**config.mk**
```make
export PLATFORM = sky130hd
export DESIGN_NAME = adpcm_tx_packer_flat
export DESIGN_NICKNAME = d
export VERILOG_FILES = /design/src/rtl/adpcm_pkg.sv /design/src/rtl/adpcm_tx_packer_if.sv /design/src/rtl/adpcm_byte_fifo.sv /design/src/rtl/adpcm_tx_packer.sv /design/src/flat_wrapper.sv
export SDC_FILE = /design/constraint.sdc
export NUM_CORES = 1
export LEC_CHECK = 0
export ABC_AREA = 1
export CAP_MARGIN = 20
export CORE_ASPECT_RATIO = 0.6
export CORE_MARGIN = 2
export CORE_UTILIZATION = 56
export DETAILED_ROUTE_END_ITERATION = 8
export PLACE_DENSITY = 0.8
export SYNTH_ARGS = -nofsm -noshare
export SYNTH_HDL_FRONTEND = slang
export SYNTH_HIERARCHICAL = 1
export SYNTH_SLANG_ARGS = --single-unit
```
**constraint.sdc**
```tcl
create_clock -name clk -period 3.45 [get_ports clk]
set_input_delay 0.5175 -clock clk [delete_from_list [all_inputs] [get_ports clk]]
set_output_delay 0.5175 -clock clk [all_outputs]
set_load 0.01 [all_outputs]
```
**src/rtl/adpcm_pkg.sv**
```systemverilog
// Shared definitions for the adpcm encode-side packer: widths, Gray-coded FSM states,
// watchdog limits and the nibble-pair packing helper.
`ifndef ADPCM_GRAY
`define ADPCM_GRAY(i) ((i) ^ ((i) >> 1))
`endif

package adpcm_pkg;

  localparam int PCM_W  = 16;
  localparam int CODE_W = 4;
  localparam int WD_W   = 5;

  localparam logic [WD_W-1:0] WD_BUSY_LIM = 5'd3;
  localparam logic [WD_W-1:0] WD_DONE_LIM = 5'd15;

  // Successive states differ in one bit along the normal conversion path.
  typedef enum logic [2:0] {
    ST_IDLE      = 3'(`ADPCM_GRAY(0)),
    ST_ISSUE     = 3'(`ADPCM_GRAY(1)),
    ST_WAIT_BUSY = 3'(`ADPCM_GRAY(2)),
    ST_WAIT_DONE = 3'(`ADPCM_GRAY(3)),
    ST_PACK      = 3'(`ADPCM_GRAY(4))
  } st_e;

  function automatic logic [7:0] pack_byte(input logic [CODE_W-1:0] first,
                                           input logic [CODE_W-1:0] second,
                                           input logic              hi_first);
    pack_byte = hi_first ? {first, second} : {second, first};
  endfunction

endpackage

```
**src/rtl/adpcm_tx_packer_if.sv**
```systemverilog
// Sample-in / byte-out stream bundle for the adpcm encode-side packer.
interface adpcm_tx_packer_if;

  logic [adpcm_pkg::PCM_W-1:0] s_pcm;
  logic                        s_valid;
  logic                        s_ready;
  logic [7:0]                  m_byte;
  logic                        m_valid;
  logic                        m_ready;

  // Both streams: a beat transfers on the rising clk edge where valid and ready are both
  // high; a source holds valid and keeps its data stable until that edge, and ready may
  // depend combinationally on valid but never the other way round.
  modport master (
    output s_pcm, s_valid, m_ready,
    input  s_ready, m_byte, m_valid
  );

  modport slave (
    input  s_pcm, s_valid, m_ready,
    output s_ready, m_byte, m_valid
  );

endinterface

```
**src/rtl/adpcm_byte_fifo.sv**
```systemverilog
// Byte FIFO with first-word-fall-through head, async active-low reset and synchronous clear.
module adpcm_byte_fifo #(
  parameter int FIFO_AW = 3
) (
  input  logic             clk,
  input  logic             rstn,
  input  logic             clr,
  input  logic             push,
  input  logic [7:0]       data_in,
  input  logic             pop,
  output logic [7:0]       data_out,
  output logic [FIFO_AW:0] level,
  output logic             full,
  output logic             empty
);

  localparam int DEPTH = 1 << FIFO_AW;
  localparam logic [FIFO_AW:0] DEPTH_V = (FIFO_AW + 1)'(DEPTH);

  logic [7:0]       mem [DEPTH];
  logic [FIFO_AW:0] wptr;
  logic [FIFO_AW:0] rptr;
  logic             do_push;
  logic             do_pop;

  // Pointers carry one extra bit so full and empty stay distinguishable.
  assign level    = wptr - rptr;
  assign full     = (level == DEPTH_V);
  assign empty    = (level == '0);
  assign do_pop   = pop & ~empty;
  assign do_push  = push & (~full | do_pop);
  assign data_out = mem[rptr[FIFO_AW-1:0]];

  always_ff @(posedge clk or negedge rstn) begin
    if (!rstn) begin
      wptr <= '0;
      rptr <= '0;
      for (int i = 0; i < DEPTH; i++) mem[i] <= '0;
    end else if (clr) begin
      wptr <= '0;
      rptr <= '0;
    end else begin
      if (do_push) begin
        mem[wptr[FIFO_AW-1:0]] <= data_in;
        wptr                   <= wptr + 1'b1;
      end
      if (do_pop) rptr <= rptr + 1'b1;
    end
  end

endmodule

```
**src/rtl/adpcm_tx_packer.sv**
```systemverilog
// Encode-side glue: PCM stream -> adpcm codec toggle handshake -> nibble packer -> byte FIFO.
// Define ADPCM_TX_PACKER_TIMEOUT_EN to add a sticky err output and a codec-handshake watchdog.
module adpcm_tx_packer
  import adpcm_pkg::*;
#(
  parameter int FIFO_AW  = 3,
  parameter bit HI_FIRST = 1'b0
) (
  input  logic               clk,
  input  logic               rstn,
  input  logic               enable,
  adpcm_tx_packer_if.slave   bus,
  input  logic               flush,
  output logic               codec_req,
  input  logic               codec_ack,
  output logic [PCM_W-1:0]   codec_pcm,
  output logic               codec_sel_rx,
  input  logic [CODE_W-1:0]  codec_adpcm,
  output logic [FIFO_AW:0]   fifo_level,
  output logic               odd_pending,
  output logic               busy,
  output st_e                dbg_state
`ifdef ADPCM_TX_PACKER_TIMEOUT_EN
  ,
  output logic               err
`endif
);

  st_e               state;
  st_e               state_nx;
  logic              idle;
  logic              accept;
  logic              toggle_req;
  logic              flush_pend;
  logic              flush_eff;
  logic              flush_do;
  logic              pack_push;
  logic [CODE_W-1:0] hold_q;
  logic [CODE_W-1:0] code_q;
  logic              fifo_push;
  logic              fifo_pop;
  logic              fifo_full;
  logic              fifo_empty;
  logic [7:0]        fifo_din;
  logic [7:0]        fifo_dout;

`ifdef ADPCM_TX_PACKER_TIMEOUT_EN
  logic [WD_W-1:0]   wdog;
  logic              timeout;
`endif

  assign idle         = (state == ST_IDLE);
  assign busy         = ~idle;
  assign dbg_state    = state;
  assign codec_sel_rx = 1'b0;

  // A flush raised while busy waits in flush_pend and is served by the first idle cycle,
  // which also holds off the next accept so the flushed byte goes out first.
  assign flush_eff   = flush | flush_pend;
  assign bus.s_ready = enable & idle & codec_ack & ~fifo_full & ~flush_eff;
  assign accept      = bus.s_valid & bus.s_ready;
  assign flush_do    = idle & flush_eff & odd_pending & ~fifo_full;
  assign pack_push   = (state == ST_PACK) & odd_pending;

  assign fifo_push = pack_push | flush_do;
  assign fifo_din  = pack_push ? pack_byte(hold_q, code_q, HI_FIRST)
                               : pack_byte(hold_q, 4'h0, HI_FIRST);
  assign fifo_pop  = ~fifo_empty & bus.m_ready;

  assign bus.m_valid = ~fifo_empty;
  assign bus.m_byte  = fifo_dout;

  always_comb begin
    state_nx   = state;
    toggle_req = 1'b0;
`ifdef ADPCM_TX_PACKER_TIMEOUT_EN
    timeout    = 1'b0;
`endif
    unique case (state)
      ST_IDLE: begin
        if (accept) state_nx = ST_ISSUE;
      end
      ST_ISSUE: begin
        toggle_req = 1'b1;
        state_nx   = ST_WAIT_BUSY;
      end
      ST_WAIT_BUSY: begin
        if (!codec_ack) state_nx = ST_WAIT_DONE;
`ifdef ADPCM_TX_PACKER_TIMEOUT_EN
        else if (wdog == WD_BUSY_LIM) begin
          timeout  = 1'b1;
          state_nx = ST_IDLE;
        end
`endif
      end
      ST_WAIT_DONE: begin
        if (codec_ack) state_nx = ST_PACK;
`ifdef ADPCM_TX_PACKER_TIMEOUT_EN
        else if (wdog == WD_DONE_LIM) begin
          timeout  = 1'b1;
          state_nx = ST_IDLE;
        end
`endif
      end
      ST_PACK: begin
        state_nx = ST_IDLE;
      end
      default: begin
        state_nx = ST_IDLE;
      end
    endcase
  end

  always_ff @(posedge clk or negedge rstn) begin
    if (!rstn) begin
      state       <= ST_IDLE;
      codec_req   <= 1'b0;
      codec_pcm   <= '0;
      hold_q      <= '0;
      code_q      <= '0;
      odd_pending <= 1'b0;
      flush_pend  <= 1'b0;
    end else if (!enable) begin
      state       <= ST_IDLE;
      codec_req   <= 1'b0;
      codec_pcm   <= '0;
      hold_q      <= '0;
      code_q      <= '0;
      odd_pending <= 1'b0;
      flush_pend  <= 1'b0;
    end else begin
      state <= state_nx;
      if (accept)     codec_pcm <= bus.s_pcm;
      if (toggle_req) codec_req <= ~codec_req;
      // The codec presents its code together with the rising ack.
      if ((state == ST_WAIT_DONE) && codec_ack) code_q <= codec_adpcm;
      if (state == ST_PACK) begin
        if (!odd_pending) begin
          hold_q      <= code_q;
          odd_pending <= 1'b1;
        end else begin
          odd_pending <= 1'b0;
        end
      end else if (flush_do) begin
        odd_pending <= 1'b0;
      end
      flush_pend <= idle ? 1'b0 : (flush_pend | flush);
    end
  end

`ifdef ADPCM_TX_PACKER_TIMEOUT_EN
  // wdog counts whole cycles spent in the current state and restarts on every change.
  always_ff @(posedge clk or negedge rstn) begin
    if (!rstn) begin
      wdog <= '0;
      err  <= 1'b0;
    end else if (!enable) begin
      wdog <= '0;
      err  <= 1'b0;
    end else begin
      if (state_nx != state) wdog <= '0;
      else if (wdog != '1)   wdog <= wdog + 1'b1;
      if (timeout) err <= 1'b1;
    end
  end
`endif

  adpcm_byte_fifo #(
    .FIFO_AW (FIFO_AW)
  ) u_fifo (
    .clk      (clk),
    .rstn     (rstn),
    .clr      (~enable),
    .push     (fifo_push),
    .data_in  (fifo_din),
    .pop      (fifo_pop),
    .data_out (fifo_dout),
    .level    (fifo_level),
    .full     (fifo_full),
    .empty    (fifo_empty)
  );

endmodule

```
**src/flat_wrapper.sv**
```systemverilog
// flat-port wrapper written by rule: the top's interface ports become plain ports
module adpcm_tx_packer_flat import adpcm_pkg::*;
#(
  parameter int FIFO_AW  = 3,
  parameter bit HI_FIRST = 1'b0
)
  (clk, rstn, enable, flush, codec_req, codec_ack, codec_pcm, codec_sel_rx, codec_adpcm, fifo_level, odd_pending, busy, dbg_state, bus_s_pcm, bus_s_valid, bus_m_ready, bus_s_ready, bus_m_byte, bus_m_valid);
  adpcm_tx_packer_if bus_i ();
  input  logic clk;
  input  logic rstn;
  input  logic enable;
  input  logic flush;
  output logic codec_req;
  input  logic codec_ack;
  output logic [PCM_W-1:0] codec_pcm;
  output logic codec_sel_rx;
  input  logic [CODE_W-1:0] codec_adpcm;
  output logic [FIFO_AW:0] fifo_level;
  output logic odd_pending;
  output logic busy;
  output st_e dbg_state;
  input wire logic [$bits(bus_i.s_pcm)-1:0] bus_s_pcm;
  input wire logic [$bits(bus_i.s_valid)-1:0] bus_s_valid;
  input wire logic [$bits(bus_i.m_ready)-1:0] bus_m_ready;
  output wire logic [$bits(bus_i.s_ready)-1:0] bus_s_ready;
  output wire logic [$bits(bus_i.m_byte)-1:0] bus_m_byte;
  output wire logic [$bits(bus_i.m_valid)-1:0] bus_m_valid;
  assign bus_i.s_pcm = bus_s_pcm;
  assign bus_i.s_valid = bus_s_valid;
  assign bus_i.m_ready = bus_m_ready;
  assign bus_s_ready = bus_i.s_ready;
  assign bus_m_byte = bus_i.m_byte;
  assign bus_m_valid = bus_i.m_valid;
  adpcm_tx_packer #(.FIFO_AW(FIFO_AW), .HI_FIRST(HI_FIRST)) u_core (.clk(clk), .rstn(rstn), .enable(enable), .bus(bus_i), .flush(flush), .codec_req(codec_req), .codec_ack(codec_ack), .codec_pcm(codec_pcm), .codec_sel_rx(codec_sel_rx), .codec_adpcm(codec_adpcm), .fifo_level(fifo_level), .odd_pending(odd_pending), .busy(busy), .dbg_state(dbg_state));
endmodule
```
* Word-level counts from Yosys, hierarchy flattened
Cells that the tools add are included. Widths: inputs -> output; s select.
Storage, ports and cells: word-level logic and storage cells 100, register bits after elaboration 102, output and inout port bits 37, input bits 27
Cells by class: $lt $le $gt $ge 3, equality and inequality tests 16, multiplexer cells 32, reductions and logical operators 7, bitwise logic cells 22, add/sub/neg operators 3
Operators by type and width (count):
- $bwmux 64 | 1
- $mux 4 | 9
- $mux 16 | 2
- $mux 8 | 4
- $bmux 8 s3 | 1
- $demux 8 s3 | 1
- $and 1x1->1 | 12
- $mux 3 | 4
- $ne 2x1->1 const B | 6
- $pmux 3 s4 | 1
- $mux 1 | 9
- $ne 3x3->1 const B | 3
- $add 4x1->4 const B | 2
- $ge 4x4->1 const B | 2
- $not 3->4 | 2
- $eq 3x2->1 const B | 2
- $not 1->1 | 5
- $eq 4x4->1 const B | 1
- $logic_not 4->1 | 1
- $lt 4x1->1 const B | 1
- $reduce_and 2->1 | 2
- $sub 4x4->4 | 1
- $eq 3x1->1 const B | 1
- $eq 3x3->1 const B | 1
- 6 further kinds | 9

* Logic depth before layout (Yosys ltp)
Gate-level depths: netlist (run 1).
word-level depth 9, gate-level depth with buffers 18, mapped depth without buffers 17

* Modules after synthesis
The synthesis (run 1) kept the hierarchy.
Modules (own cells, without submodules):
- adpcm_byte_fifo | instances 1, cells each 494, area each 3708.6 um^2
- adpcm_tx_packer | instances 1, cells each 169, area each 1475.2 um^2

* Least setup slack after synthesis (run 1)
OpenSTA, ideal clock, no wires.
path kind reg-to-reg, from register u_core.u_fifo.rptr[1], to register u_core.u_fifo.wptr[0], required time 3321 ps, data arrival time 2972 ps, cell stages (with the launch flop) 15, slack 349 ps, period minus slack after synthesis 3101 ps, cells stage by stage dfrtp_1 > clkbuf_1 > inv_1 > buf_1 > fa_1 > or2_2 > nor3_1 > nor2_4 > nand3_1 > nand2_1 > buf_2 > nand3_4 > inv_1 > nand2_1 > o21ai_0
Between the ends: elaborated cells on any way between the ends 12, classes of those cells add/sub: 1; eq/ne: 2; bitwise: 8; reduce/logical: 1
RTL lines:
- from (decl) | RTL line adpcm_byte_fifo.sv:22 | logic [FIFO_AW:0] rptr;
- from (signal assigned) | RTL line adpcm_byte_fifo.sv:47 | if (do_pop) rptr <= rptr + 1'b1;
- $sub 4x4->4 | RTL line adpcm_byte_fifo.sv:27 | assign level = wptr - rptr;
- net fifo_level[1] | RTL line flat_wrapper.sv:18 | output logic [FIFO_AW:0] fifo_level;
- $eq 4x4->1 | RTL line adpcm_byte_fifo.sv:28 | assign full = (level == DEPTH_V);
- net u_core.fifo_full | RTL line adpcm_tx_packer.sv:42 | logic fifo_full;
- $not 1->1 | RTL line adpcm_tx_packer.sv:62 | assign flush_do = idle & flush_eff & odd_pending & ~fifo_full;
- $and 1x1->1 | RTL line adpcm_tx_packer.sv:62
- $or 1x1->1 | RTL line adpcm_tx_packer.sv:65 | assign fifo_push = pack_push | flush_do;
- net u_core.fifo_push | RTL line adpcm_tx_packer.sv:40 | logic fifo_push;
- $and 1x1->1 | RTL line adpcm_byte_fifo.sv:31 | assign do_push = push & (~full | do_pop);
- $ne 2x1->1 (no line)
- to (signal assigned) | RTL line adpcm_byte_fifo.sv:45 | wptr <= wptr + 1'b1;
- to (decl) | RTL line adpcm_byte_fifo.sv:21 | logic [FIFO_AW:0] wptr;
The timed path passes the listed nets, and every way through them passes these cells. A chain may end at the register's enable or synchronous reset.

* Worst setup path in the final report (run 1)
from register u_core.u_fifo.wptr[0], to output bus_s_ready
Between the ends: longest elaborated chain between the ends 5
RTL lines:
- $sub 4x4->4 | RTL line adpcm_byte_fifo.sv:27
- $eq 4x4->1 | RTL line adpcm_byte_fifo.sv:28
- net u_core.fifo_full | RTL line adpcm_tx_packer.sv:42
- $not 1->1 | RTL line adpcm_tx_packer.sv:60 | assign bus.s_ready = enable & idle & codec_ack & ~fifo_full & ~flush_eff;
- $and 1x1->1 (2 in a row) | RTL line adpcm_tx_packer.sv:60
- to (decl) | RTL line flat_wrapper.sv:25 | output wire logic [$bits(bus_i.s_ready)-1:0] bus_s_ready;
The timed path passes the listed nets, and every way through them passes these cells.

==> results summary, run 1 <==
Of the post-synthesis cell area, the dominant cell type holds 49.24%. The xor-xnor portion of the synthesized cell area is 0.9896%. Counting both buffers and inverters, the worst setup path holds a total of 3. The initial antenna violation count is 0. The layout overhead on the synthesized area is 19.38%. The critical path goes through inv_2 -> ha_1 -> inv_1 -> fa_1 -> or2_2 -> nor3_4 -> nor2_4 -> nand2_2 -> nor2_8 -> clkdlybuf4s50_1. The number of hold violations in the final report came out at 0. In this run the tool buffered the top-level ports with 62 buffer cells. The repair_antennas step left the layout with diodes totalling 0. The hold buffer count at cts came out at 0. The share of synthesized cell area in and, or, nand and nor gates is 35.19%. The first-pass GRT wire length is 24.09 mm. The area of the core region came out at 9087 um2. The number of storage elements in the synthesis netlist came out at 102. For this run, the post-layout net count is 752. The die is 78.53 um tall. Setup violations remaining at the end of the flow were counted as 0. In the synthesized netlist, mux cells make up 0% of the area. The overall die area is 10070 um2. The vias per cell came out at 5.720.

Once layout is done, the placed cells without fillers occupy 6188 um2. The compound-gate portion of the synthesized area came out at 6.807%. The via count of the first global-routing pass is 4699. The routability congestion estimate came out at 0.8856. The count of yosys warnings during synthesis is 6. The count of different cell masters after synthesis is 34.

The sum of routed wire length over all layers came out at 14.48 mm. The maximum cell stage delay along the critical path came out at 0.47 ns. Setup repair after global routing left no endpoint under its margin.

The post-place instance area is 5863 um2. After floorplanning, the core was divided into 27 placement rows. STA classifies the critical path endpoint as an output pin. Static timing analysis puts the maximum clock frequency at 0.3001 GHz. The data required time at the worst endpoint is 2.93 ns. The relative slew slack is 29.99%.

The floorplan die width is 128.2 um. The global-route congestion overflow total came out at 0. The maximum number of pins on one net before global-route repair is 68.

The number of search-and-repair iterations in the first detailed-routing pass came out at 7. Summing the sequential cell areas from Yosys gives 49.24% of the chip area. For this design the static power due to leakage is 0.003134 uW.

The number of nets handed over by synthesis was 696. The share of final-layout standard cells stronger than drive strength 1 is 8.840%. The transition time of the tightest slew-check pin is 1.046 ns. The slowest stage of the critical path belongs to the cell sky130_fd_sc_hd__fa_1.

The run finished with clean final reports. The number of design-rule violations left by the first detailed-router iteration came out at 662. The area of the mapped netlist is 5184 um2.

The detailed-route DRC error count is 0. The final critical-path required period is 3.332 ns. The number of clock sinks came out at 102. The longest clock path from root to sink contains 2 buffers. The main combinational cell family by area after synthesis is simple AND/OR/NAND/NOR gates. The largest driver fanout on the critical path is 7. The number of max-cap violations is 0. The highest ir drop seen on vdd is 0.0003019 V. The clock root buffer is sky130_fd_sc_hd__clkbuf_16. The clock buffer count from CTS is 9. The setup skew after layout is 0.004347 ns.

TritonCTS built the clock tree. CTS built an H-tree with a depth of 3. During I/O placement, the number of pins put on the boundary was 64. The library cell with the largest summed area after synthesis is sky130_fd_sc_hd__dfrtp_1. The initial core utilization came out at 57.04%. The final route contains 4805 vias. At the worst endpoint, the arrival time is 2.81 ns.

The number of max-slew violations in the final report is 0. The number of standard cells after synthesis is 663. The type of the most critical hold path is primary input to async pin. The average cell area after synthesis is 7.819 um2. The detailed-placement wirelength estimate is 10.05 mm. The overall power consumption came out at 2363 uW. The combined global-route utilization of all metal layers is 31.23%. The clock latency on the worst-skew pair is 0.35 ns. The area share of fa/ha/maj cells after synthesis is 1.593%.

The routed length per instance is 17.23 um. The total negative slack came out at 0 ns. The number of antenna-violating nets in the routed design is 0. Clock-pin slew was measured on the worst setup and hold paths at 0.06 ns. The cell family contributing the most delay on the critical path is simple AND/OR/NAND/NOR gates. The count of fill cells added during filler insertion came out at 740. The cell area power density came out at 381.8 nW/um2. After synthesis, the cell types taking the most area are sky130_fd_sc_hd__dfrtp_1 49%, sky130_fd_sc_hd__nand2_1 18%, sky130_fd_sc_hd__nor2_1 6.1%, sky130_fd_sc_hd__o21ai_0 4.1%, sky130_fd_sc_hd__nand3_1 3.0%. The worst setup path is launched from a register. The setup path with the least slack is of type register to output pin. The portion of the clock cycle consumed by the worst path in the final layout is 96.59%.
## cell type report
class	count	area [um2]	area share, %
clock buffers	13	250.2	4.044
clock inverters	3	20.02	0.3235
inverters	44	168.9	2.729
multi-input cells	487	2335	37.73
flip-flops and latches	102	2554	41.27
well taps	116	145.1	2.345
repair buffers	74	708.2	11.44
repair inverters	1	7.507	0.1213
## final timing paths
check,startpoint,end,slack [ns],cells past startpoint
max,u_core/u_fifo/wptr[0]$_DFFE_PN0P_,bus_s_ready,0.12,10
min,rstn,u_core/codec_pcm[4]$_DFFE_PN0P_,0.26,1
max reg2reg,u_core/u_fifo/wptr[0]$_DFFE_PN0P_,u_core/u_fifo/mem[53]$_DFFE_PN0P_,0.46,13
min reg2reg,u_core/u_fifo/mem[32]$_DFFE_PN0P_,u_core/u_fifo/mem[32]$_DFFE_PN0P_,0.48,2
max in group asynchronous,rstn,u_core/u_fifo/mem[32]$_DFFE_PN0P_,2.41,2
min in group clk,u_core/u_fifo/mem[32]$_DFFE_PN0P_,u_core/u_fifo/mem[32]$_DFFE_PN0P_,0.48,2
## cells in the final DEF (no fill, tap or decap), types with 9 or more instances in the layout
cell type / instances
sky130_fd_sc_hd__dfrtp_1: 101
sky130_fd_sc_hd__nand3_1: 31
sky130_fd_sc_hd__inv_1: 39
sky130_fd_sc_hd__nand3_2: 10
sky130_fd_sc_hd__clkdlybuf4s50_1: 61
sky130_fd_sc_hd__clkbuf_16: 9
sky130_fd_sc_hd__nand4_1: 17
sky130_fd_sc_hd__nand2_1: 245
sky130_fd_sc_hd__nor2_4: 11
sky130_fd_sc_hd__o21ai_0: 42
sky130_fd_sc_hd__nor2_1: 84
sky130_fd_sc_hd__buf_4: 13
## cell usage after synthesis, drive strengths merged
cell type / instances
nand2: 248
dfrtp: 102
nor2: 96
o21ai: 47
inv: 43
nand3: 43
buf: 19
nand4: 17
clkbuf: 11
a31oi: 8
o22ai: 8
ha: 5
xor2: 5
a21oi: 2
nor3: 2
or2: 2
a211oi: 1
clkinv: 1
conb: 1
fa: 1
nand3b: 1
## power breakdown
group,switching (uW),internal (uW)
logic,104,77.4
registers,16.9,1210
clock network,445,509
## state kept, by name, summed over array words and instances, names as in the netlist
name                cells
u_core/code_q           4
u_core/u_fifo/wptr      4
u_core/u_fifo/rptr      4
u_core/dbg_state        3
u_core/codec_req        1
u_core/hold_q           4
u_core/u_fifo/mem      64
u_core/odd_pending      1
u_core/flush_pend       1
u_core/codec_pcm       16
## layer usage
layer | GRT usage [%] | part of all wire (%) | wire, um
met2 | 46.06 | 44 | 6402
met3 | 8.793 | 10 | 1451
met4 | 7.582 | 1.4 | 200
met1 | 45.84 | 44 | 6421
met5 | 0 | 0 | 0
## cell families (layout without fill, tap and decap cells)
family,count (synthesis),count (layout)
xor+xnor,5,5
flops,102,102
other cells,1,1
compound gates,66,66
buf+inv,74,135
simple gates,409,409
fa+ha+maj,6,6
## through the flow
step | util (%) | setup WS, ns | instances | hold slack, ns
2_1_floorplan | - | 0.3488 | 663 | 0.2219
3_3_place_gp | 64.52 | 0.2635 | 820 | 0.4562
3_5_place_dp | 64.52 | 0.1059 | 820 | 0.4602
4_1_cts | 67.86 | 0.04270 | 839 | 0.3013
5_1_grt | 68.10 | 0.01427 | 840 | 0.3437
6_report | 68.10 | 0.1175 | 840 | 0.2636
## repair_timing
item	CTS	global route
buffers inserted	3	0
pin swaps	2	1
setup endpoints to repair	1	9
gates cloned	0	1
hold endpoints to repair	0	0
gates resized for setup	2	6
(Power assumes the default switching activity.)
==> run 2: changes to the inputs <==
- CAP_MARGIN: 20 -> unset
==> results of run 2 <==
The final DEF is identical to that of run 1; final timing and power are the same.
